**src/rtl/rc4_core_prga_xor_pkg.sv**
```systemverilog
// Shared widths and FSM encoding for the RC4 PRGA/XOR stage.
// Imported as rc4_pkg by the interface, the core and the bench.
package rc4_pkg;

  localparam int RC4_BYTES_PER_WORD = 4;
  localparam int RC4_SBOX_AW        = 8;
  localparam int RC4_DW             = 8;

  typedef enum logic [2:0] {
    ST_IDLE  = 3'd0,
    ST_RD_SI = 3'd1,
    ST_RD_SJ = 3'd2,
    ST_WR_SI = 3'd3,
    ST_WR_SJ = 3'd4,
    ST_RD_K  = 3'd5,
    ST_OUT   = 3'd6
  } rc4_state_e;

endpackage

```
**src/rtl/rc4_core_prga_xor_if.sv**
```systemverilog
// S-box RAM port plus decrypted-byte strobe towards the packer.
// master = PRGA core, slave = RAM/packer side.
interface rc4_core_prga_xor_if
  import rc4_pkg::*;
();

  logic [RC4_SBOX_AW-1:0] sbox_addr_o;
  logic                   sbox_wen_o;
  logic [RC4_DW-1:0]      sbox_wdata_o;
  logic [RC4_DW-1:0]      sbox_rdata_i;
  logic                   enable_write_o;
  logic [1:0]             writeLoc_o;
  logic [RC4_DW-1:0]      data_o;

  modport master (
    output sbox_addr_o,
    output sbox_wen_o,
    output sbox_wdata_o,
    input  sbox_rdata_i,
    output enable_write_o,
    output writeLoc_o,
    output data_o
  );

  modport slave (
    input  sbox_addr_o,
    input  sbox_wen_o,
    input  sbox_wdata_o,
    output sbox_rdata_i,
    input  enable_write_o,
    input  writeLoc_o,
    input  data_o
  );

endinterface

```
**src/rtl/rc4_core_prga_xor.sv**
```systemverilog
// RC4 PRGA over an external S-box RAM, XOR with one 32-bit word.
// Optional debug port keystream_o under RC4_KEYSTREAM_OUT_EN.
module rc4_core_prga_xor
  import rc4_pkg::*;
(
  input  logic        clk,
  input  logic        rst,
  input  logic        start_i,
  input  logic        init_i,
  input  logic [31:0] cipher_i,
  output logic        busy_o,
  output logic        done_o,
`ifdef RC4_KEYSTREAM_OUT_EN
  output logic [7:0]  keystream_o,
`endif
  rc4_core_prga_xor_if.master bus
);

  rc4_state_e        r_state;
  logic [RC4_DW-1:0] r_i;
  logic [RC4_DW-1:0] r_j;
  logic [RC4_DW-1:0] r_si;
  logic [RC4_DW-1:0] r_sj;
  logic [1:0]        r_idx;
  logic [31:0]       r_cipher;

  logic [RC4_DW-1:0] w_rd;
  logic [RC4_DW-1:0] w_i_base;
  logic [RC4_DW-1:0] w_byte;

  assign w_rd     = bus.sbox_rdata_i;
  assign w_i_base = init_i ? '0 : r_i;
  assign busy_o   = (r_state != ST_IDLE);

  always_ff @(posedge clk or posedge rst) begin
    if (rst) begin
      r_state  <= ST_IDLE;
      r_i      <= '0;
      r_j      <= '0;
      r_si     <= '0;
      r_sj     <= '0;
      r_idx    <= '0;
      r_cipher <= '0;
    end else begin
      unique case (r_state)
        ST_IDLE: begin
          // init clears first so a combined init+start begins at i=1
          if (init_i) r_j <= '0;
          if (start_i) begin
            r_cipher <= cipher_i;
            r_idx    <= '0;
            r_i      <= w_i_base + 8'd1;
            r_state  <= ST_RD_SI;
          end else if (init_i) begin
            r_i <= '0;
          end
        end
        ST_RD_SI: r_state <= ST_RD_SJ;
        ST_RD_SJ: begin
          r_si    <= w_rd;
          r_j     <= r_j + w_rd;
          r_state <= ST_WR_SI;
        end
        ST_WR_SI: begin
          r_sj    <= w_rd;
          r_state <= ST_WR_SJ;
        end
        ST_WR_SJ: r_state <= ST_RD_K;
        ST_RD_K:  r_state <= ST_OUT;
        ST_OUT: begin
          if (r_idx == 2'd3) begin
            r_state <= ST_IDLE;
          end else begin
            r_idx   <= r_idx + 2'd1;
            r_i     <= r_i + 8'd1;
            r_state <= ST_RD_SI;
          end
        end
        default: r_state <= ST_IDLE;
      endcase
    end
  end

  always_comb begin
    w_byte = r_cipher[31:24];
    unique case (r_idx)
      2'd0: w_byte = r_cipher[31:24];
      2'd1: w_byte = r_cipher[23:16];
      2'd2: w_byte = r_cipher[15:8];
      2'd3: w_byte = r_cipher[7:0];
    endcase
  end

  always_comb begin
    bus.sbox_addr_o    = '0;
    bus.sbox_wen_o     = 1'b0;
    bus.sbox_wdata_o   = '0;
    bus.enable_write_o = 1'b0;
    bus.writeLoc_o     = '0;
    bus.data_o         = '0;
    done_o             = 1'b0;
    unique case (r_state)
      ST_RD_SI: bus.sbox_addr_o = r_i;
      ST_RD_SJ: bus.sbox_addr_o = r_j + w_rd;
      ST_WR_SI: begin
        bus.sbox_addr_o  = r_i;
        bus.sbox_wen_o   = 1'b1;
        bus.sbox_wdata_o = w_rd;
      end
      ST_WR_SJ: begin
        bus.sbox_addr_o  = r_j;
        bus.sbox_wen_o   = 1'b1;
        bus.sbox_wdata_o = r_si;
      end
      // post-swap S[i]+S[j] equals the held si+sj after the exchange
      ST_RD_K: bus.sbox_addr_o = r_si + r_sj;
      ST_OUT: begin
        bus.enable_write_o = 1'b1;
        bus.writeLoc_o     = r_idx;
        bus.data_o         = w_byte ^ w_rd;
        done_o             = (r_idx == 2'd3);
      end
      default: ;
    endcase
  end

`ifdef RC4_KEYSTREAM_OUT_EN
  assign keystream_o = (r_state == ST_OUT) ? w_rd : '0;
`endif

endmodule

```
**src/flat_wrapper.sv**
```systemverilog
// flat-port wrapper written by rule: the top's interface ports become plain ports
module rc4_core_prga_xor_flat import rc4_pkg::*;
  (clk, rst, start_i, init_i, cipher_i, busy_o, done_o, bus_sbox_addr_o, bus_sbox_wen_o, bus_sbox_wdata_o, bus_sbox_rdata_i, bus_enable_write_o, bus_writeLoc_o, bus_data_o);
  rc4_core_prga_xor_if bus_i ();
  input  logic clk;
  input  logic rst;
  input  logic start_i;
  input  logic init_i;
  input  logic [31:0] cipher_i;
  output logic busy_o;
  output logic done_o;
  output wire logic [$bits(bus_i.sbox_addr_o)-1:0] bus_sbox_addr_o;
  output wire logic [$bits(bus_i.sbox_wen_o)-1:0] bus_sbox_wen_o;
  output wire logic [$bits(bus_i.sbox_wdata_o)-1:0] bus_sbox_wdata_o;
  input wire logic [$bits(bus_i.sbox_rdata_i)-1:0] bus_sbox_rdata_i;
  output wire logic [$bits(bus_i.enable_write_o)-1:0] bus_enable_write_o;
  output wire logic [$bits(bus_i.writeLoc_o)-1:0] bus_writeLoc_o;
  output wire logic [$bits(bus_i.data_o)-1:0] bus_data_o;
  assign bus_sbox_addr_o = bus_i.sbox_addr_o;
  assign bus_sbox_wen_o = bus_i.sbox_wen_o;
  assign bus_sbox_wdata_o = bus_i.sbox_wdata_o;
  assign bus_i.sbox_rdata_i = bus_sbox_rdata_i;
  assign bus_enable_write_o = bus_i.enable_write_o;
  assign bus_writeLoc_o = bus_i.writeLoc_o;
  assign bus_data_o = bus_i.data_o;
  rc4_core_prga_xor u_core (.clk(clk), .rst(rst), .start_i(start_i), .init_i(init_i), .cipher_i(cipher_i), .busy_o(busy_o), .done_o(done_o), .bus(bus_i));
endmodule
```
**config.mk**
```make
export PLATFORM = sky130hd
export DESIGN_NAME = rc4_core_prga_xor_flat
export DESIGN_NICKNAME = d
export VERILOG_FILES = /design/src/rtl/rc4_core_prga_xor_pkg.sv /design/src/rtl/rc4_core_prga_xor_if.sv /design/src/rtl/rc4_core_prga_xor.sv /design/src/flat_wrapper.sv
export SDC_FILE = /design/constraint.sdc
export NUM_CORES = 1
export LEC_CHECK = 0
export ABC_AREA = 1
export BUFFER_PORTS_ARGS = -buffer_cell sky130_fd_sc_hd__buf_2
export CAP_MARGIN = 10
export CORE_MARGIN = 10
export CORE_UTILIZATION = 30
export CTS_CLUSTER_DIAMETER = 40
export DETAILED_ROUTE_END_ITERATION = 7
export RECOVER_POWER = 100
export SETUP_SLACK_MARGIN = 0.02
export SYNTH_ARGS = -nofsm -noshare
export SYNTH_HDL_FRONTEND = slang
export SYNTH_SLANG_ARGS = --single-unit
```
**constraint.sdc**
```tcl
create_clock -name clk -period 5.9 [get_ports clk]
set_input_delay 0.59 -clock clk [delete_from_list [all_inputs] [get_ports clk]]
set_output_delay 0.59 -clock clk [all_outputs]
set_load 0.02 [all_outputs]
```
## Word level (Yosys, flattened, before mapping)

Index checks and enable logic that the tools add are counted.

| storage, ports and cells | value |
|---|---|
| flip-flop bits (word level) | 69 |
| logic and storage cells | 56 |
| input bits | 44 |
| output and inout bits | 30 |

| cells by class | value |
|---|---|
| equality and inequality tests | 12 |
| $add $sub $neg | 5 |
| bitwise logic cells | 1 |
| multiplexer cells | 20 |
| reductions and logical operators | 11 |

Operators with widths:

| cell | count |
|---|---|
| $pmux 8 s4 | 2 |
| $pmux 8 s2 | 3 |
| $mux 8 | 5 |
| $pmux 3 s7 | 1 |
| $add 8x1->8 const B | 2 |
| $add 8x8->8 | 2 |
| $eq 3x3->1 const B | 3 |
| $xor 8x8->8 | 1 |
| $eq 3x2->1 const B | 2 |
| $mux 2 | 3 |
| $ne 2x2->1 const B | 3 |
| $reduce_and 2->1 | 3 |
| $eq 2x2->1 const B | 2 |
| $mux 1 | 4 |
| $pmux 2 s2 | 1 |
| $reduce_bool 2->1 | 2 |
| $reduce_or 2->1 | 2 |
| $eq 3x1->1 const B | 1 |
| $logic_not 3->1 | 1 |
| $mux 3 | 1 |
| $reduce_and 3->1 | 1 |
| $reduce_bool 3->1 | 1 |
| $add 2x1->2 const B | 1 |
| $eq 2x1->1 const B | 1 |
| $logic_not 2->1 | 1 |

## Logic depth before layout (Yosys ltp)

| depth | value |
|---|---|
| depth after elaboration | 4 |
| gate-level depth with buffers | 9 |
| gate-level depth less buffers | 9 |

## Worst setup path after synthesis

No wires, ideal clock.

| timing path | value |
|---|---|
| path type | input to output |
| from | in bus_sbox_rdata_i[0] |
| to | out bus_sbox_addr_o[4] |
| required time | 5310 ps |
| arrival | 1779 ps |
| cell stages on the path | 7 |
| buffers on the path | 0 |
| path slack | 3531 ps |
| cells stage by stage | ha_1 fa_1 nand3_1 nand3_1 a21oi_1 o21ai_0 nand3_1 |

| on the way | value |
|---|---|
| word-level cells in the longest chain between the ends | 2 |

RTL lines:

| element | line | text |
|---|---|---|
| start, declared | flat_wrapper.sv:15 | `input wire logic [$bits(bus_i.sbox_rdata_i)-1:0] bus_sbox_rdata_i;` |
| $add 8x8->8 | rc4_core_prga_xor.sv:104 | `ST_RD_SJ: bus.sbox_addr_o = r_j + w_rd;` |
| $pmux 8 s4 | rc4_core_prga_xor.sv:102 | `unique case (r_state)` |
| end, declared | flat_wrapper.sv:12 | `output wire logic [$bits(bus_i.sbox_addr_o)-1:0] bus_sbox_addr_o;` |

Every way passes these cells.

## Worst setup path after layout

| timing path | value |
|---|---|
| from | reg u_core.r_state[0] |
| to | reg u_core.r_cipher[30] |

| on the way | value |
|---|---|
| word-level cells in the longest chain between the ends | 2 |

RTL lines:

| element | line | text |
|---|---|---|
| start, declared | rc4_core_prga_xor.sv:19 | `rc4_state_e r_state;` |
| start signal, assigned | rc4_core_prga_xor.sv:37 | `r_state <= ST_IDLE;` |
| start signal, assigned | rc4_core_prga_xor.sv:53 | `r_state <= ST_RD_SI;` |
| start signal, assigned | rc4_core_prga_xor.sv:58 | `ST_RD_SI: r_state <= ST_RD_SJ;` |
| $logic_not 3->1 | rc4_core_prga_xor.sv:45 | `unique case (r_state)` |
| $reduce_and 2->1 (no line) | n/a |  |
| end signal, assigned | rc4_core_prga_xor.sv:50 | `r_cipher <= cipher_i;` |
| end, declared | rc4_core_prga_xor.sv:25 | `logic [31:0] r_cipher;` |

Every way passes these cells.
A chain may end at the register's enable or synchronous reset.

==> flow_summary.toml <==
[run_status]
run_status = "complete, but fails checks"
violated_checks = "max-capacitance violations, max-slew violations"

[drt]
firstDrtPassIters = 5
route.detailed.wl_per_inst_microns = 14.8
drc_viols = 0
antenna_left = 0
drt_first_iter_violations = 299
vias = 3930
route.detailed.vias_per_inst = 4.82
drt_wl_total_mm = 12.1

[setup_path]
worst_path_dominant_cell_family = "simple AND/OR/NAND/NOR gates"
cp_data_required_time_ns = 6.12
timing.critical_path.cells = "nor2_1 > nand2_1 > nor2_1 > mux2_2"
critical_path_depth = 4
critical-path-slowest-cell = "sky130_fd_sc_hd__nor2_1"
timing_worst_setup_path_type = "flip-flop to flip-flop"
timing.critical_path.fanout_max = 32
crit_path_end_kind = "flip-flop"
critPathBufInv = 0
reg2reg_slack_ns = 2.62
timing.reg2reg.worst_path_depth = 4
critPathMostFrequentCell = "sky130_fd_sc_hd__nor2_1"
arrival_ns = 3.50
timing.critical_path.from_type = "flip-flop"
timing.critical_path.slowest_cell_delay_ns = 1.93

[power]
seq_power_share_pct = 31.6
power.combinational.fraction_pct = 47.1
clkPwrFrac_pct = 21.3
power-per-cell-area_nw_per_um2 = 552
internal-power_w = 0.00156
leakage_nw = 2.56
power.net_switching_w = 0.00126
swShare_pct = 44.6
worst_ir_drop_vdd_uv = 202
design_power_total_w = 0.00282

[floorplanning]
die_area_sq_um = 19600
design.portCount = 74
core_region_area_sq_um = 14000
floorplan.initialDensity_pct = 31.0
die_y_microns = 140
rows = 43
fp.dieW_microns = 140

[synthesis]
synth.net_count = 626
syn_area_per_cell_sq_um = 7.73
synth_largest_type_area_fraction_pct = 39.9
syn_inst = 560
synthDistinctLibCells = 33
synth_enable_flop_cells = 0
synthArstFlopShare_pct = 100
netlist_area_sq_um = 4330
synth.area.top_cells = "sky130_fd_sc_hd__dfrtp_1 40%, sky130_fd_sc_hd__nand2_1 13%, sky130_fd_sc_hd__mux2_1 7.8%, sky130_fd_sc_hd__ha_1 5.8%, sky130_fd_sc_hd__inv_1 5.6%"
ys_ff_latch = 69
post_synth_most_frequent_cells = "154 x sky130_fd_sc_hd__nand2_1, 69 x sky130_fd_sc_hd__dfrtp_1, 65 x sky130_fd_sc_hd__inv_1"
synth-seq-area-share_pct = 39.9
synth_warnings = 0
synth_most_common_cell = "sky130_fd_sc_hd__nand2_1"
yosys_top_cell_by_area = "sky130_fd_sc_hd__dfrtp_1"
postSynth.topFlopCell = "sky130_fd_sc_hd__dfrtp_1"

[clock_tree]
clk-insertion-delay-late_ns = 0.33
cts_buffers = 9
cts_clock_pin_slew_for_the_worst_setup_and_hold_paths_ns = 0.06
cts_setup_buffers = 0
numClockSinks = 69
deepest_level_of_the_cts_h_tree = 3
cts.repair.resized = 0
cts_tree = "done"
cts_hold_repair.buffers = 0
clock_tree.root_cell = "sky130_fd_sc_hd__clkbuf_16"
maximum_clock_path_buffer_count = 2

[placement]
place_worst_setup_slack_ns = 3.17
hpwl_mm = 9.27
portBuffers = 73
finalWeightedCongestion = 0.869

[grt]
grtUsageTotal_pct = 12.4
grt_pass1_wl_mm = 20.1
number_of_antenna_violations_at_the_first_check_in_global_routing = 0
grt_pass1_vias = 3824
grt_max_degree = 70
grt.overflow.total = 0

[timing]
finalCriticalPeriod_ns = 3.28
clock.fmax_mhz = 305
finalHoldViolCount = 0
rsz0062_at_grt = "false"
fin_tns_setup_ns = 0
tightest_slew_ns = 2.57
max-slew-margin-rel_pct = -71.7
setup_viol = 0
slew_viol_final = 33
layout_setup_ws_ns = 2.62
tcrit_tclk_final_pct = 55.5
fin_skew_ns = 0.00256

[final_layout]
final_net_count = 696
layout-drive-gt1-share_pct = 10.7
area_growth_pct = 18.2
antenna_cells = 0

[min_path]
worst_min_delay_path_category = "input pin to flip-flop"
hold_path_depth = 2

[job]
timing.max_cap.violations = 1
## per-layer routing
layer / up-vias / track usage [%] / routed length (microns)
met3: 13 / 4.56 / 1070
li1: 1998 / - / -
met2: 113 / 18.7 / 5340
met1: 1806 / 16.1 / 5540
met5: - / 0 / 0
met4: 0 / 3.53 / 150
## sequential cells by signal (all words and copies together) (netlist names)
signal	count
u_core.r_cipher	32
u_core.r_i	8
u_core.r_j	8
u_core.r_si	8
u_core.r_sj	8
u_core.r_state	3
u_core.r_idx	2
## power by group through the flow
stage          Clock (W)  Combinational, W  Sequential (W)
2_1_floorplan          0           0.00106        0.000824
3_3_place_gp           0           0.00137        0.000899
3_5_place_dp           0           0.00138        0.000901
4_1_cts         0.000616           0.00138        0.000896
5_1_grt         0.000638           0.00154        0.000928
6_report        0.000601           0.00133        0.000893
## logic make-up (layout without fill, tap and decap cells)
family                     after synthesis  in the layout  share of synthesized area [%]
DFF                                     69             69                           39.9
adders and majority gates               22             22                           6.70
and+or+nand+nor                        256            256                           25.1
buffers and inverters                   87            162                           8.06
xor gates and xnor gates                 2              2                          0.405
muxes                                   32             32                           8.32
AOI/OAI and AO/OA                       92             92                           11.5
## final timing paths
kind                                       end                from
min in group asynchronous   u_core.r_cipher[6]                 rst
max reg2reg                u_core.r_cipher[30]   u_core.r_state[0]
max                        u_core.r_cipher[30]   u_core.r_state[0]
min reg2reg                 u_core.r_cipher[6]  u_core.r_cipher[6]
max in group asynchronous        u_core.r_i[4]                 rst
min                        u_core.r_cipher[11]        cipher_i[11]
## placed cells by master, fill, tap and decap left out, types with 13 or more instances in the layout
master / count
sky130_fd_sc_hd__nor2_1: 37
sky130_fd_sc_hd__nand4_1: 13
sky130_fd_sc_hd__nand2_1: 156
sky130_fd_sc_hd__ha_1: 20
sky130_fd_sc_hd__dfrtp_1: 69
sky130_fd_sc_hd__buf_2: 45
sky130_fd_sc_hd__inv_1: 69
sky130_fd_sc_hd__o21ai_0: 37
sky130_fd_sc_hd__nand3_1: 44
sky130_fd_sc_hd__a21oi_1: 39
sky130_fd_sc_hd__mux2_1: 30
sky130_fd_sc_hd__clkbuf_1: 29
## layout make-up
class                      instances  area, sq um
clock buffer                      10          239
clock inverter                     6         93.8
fill                            1509         8870
inverter                          71          267
multi-input combinational        404         2230
sequential                        69         1730
tap                              180          225
timing repair buffer              75          342
## per-stage QoR
step | utilization [%] | hold WS (ns) | instances | area [sq um]
detailed placement | 34.7 | 0.475 | 799 | 4850
CTS | 37.1 | 0.454 | 815 | 5190
global placement | 34.7 | 0.469 | 799 | 4850
floorplan | - | 0.455 | 560 | 4330
finish | 36.6 | 0.466 | 815 | 5120
global route | 36.6 | 0.469 | 815 | 5120
## worst reg2reg max path, delay by kind of cell, from the launching register on
family | cells | cell delay [ns]
flops | 1 | 0.41
mux | 1 | 0.47
simple gates | 3 | 2.28
(Power assumes the default switching activity.)
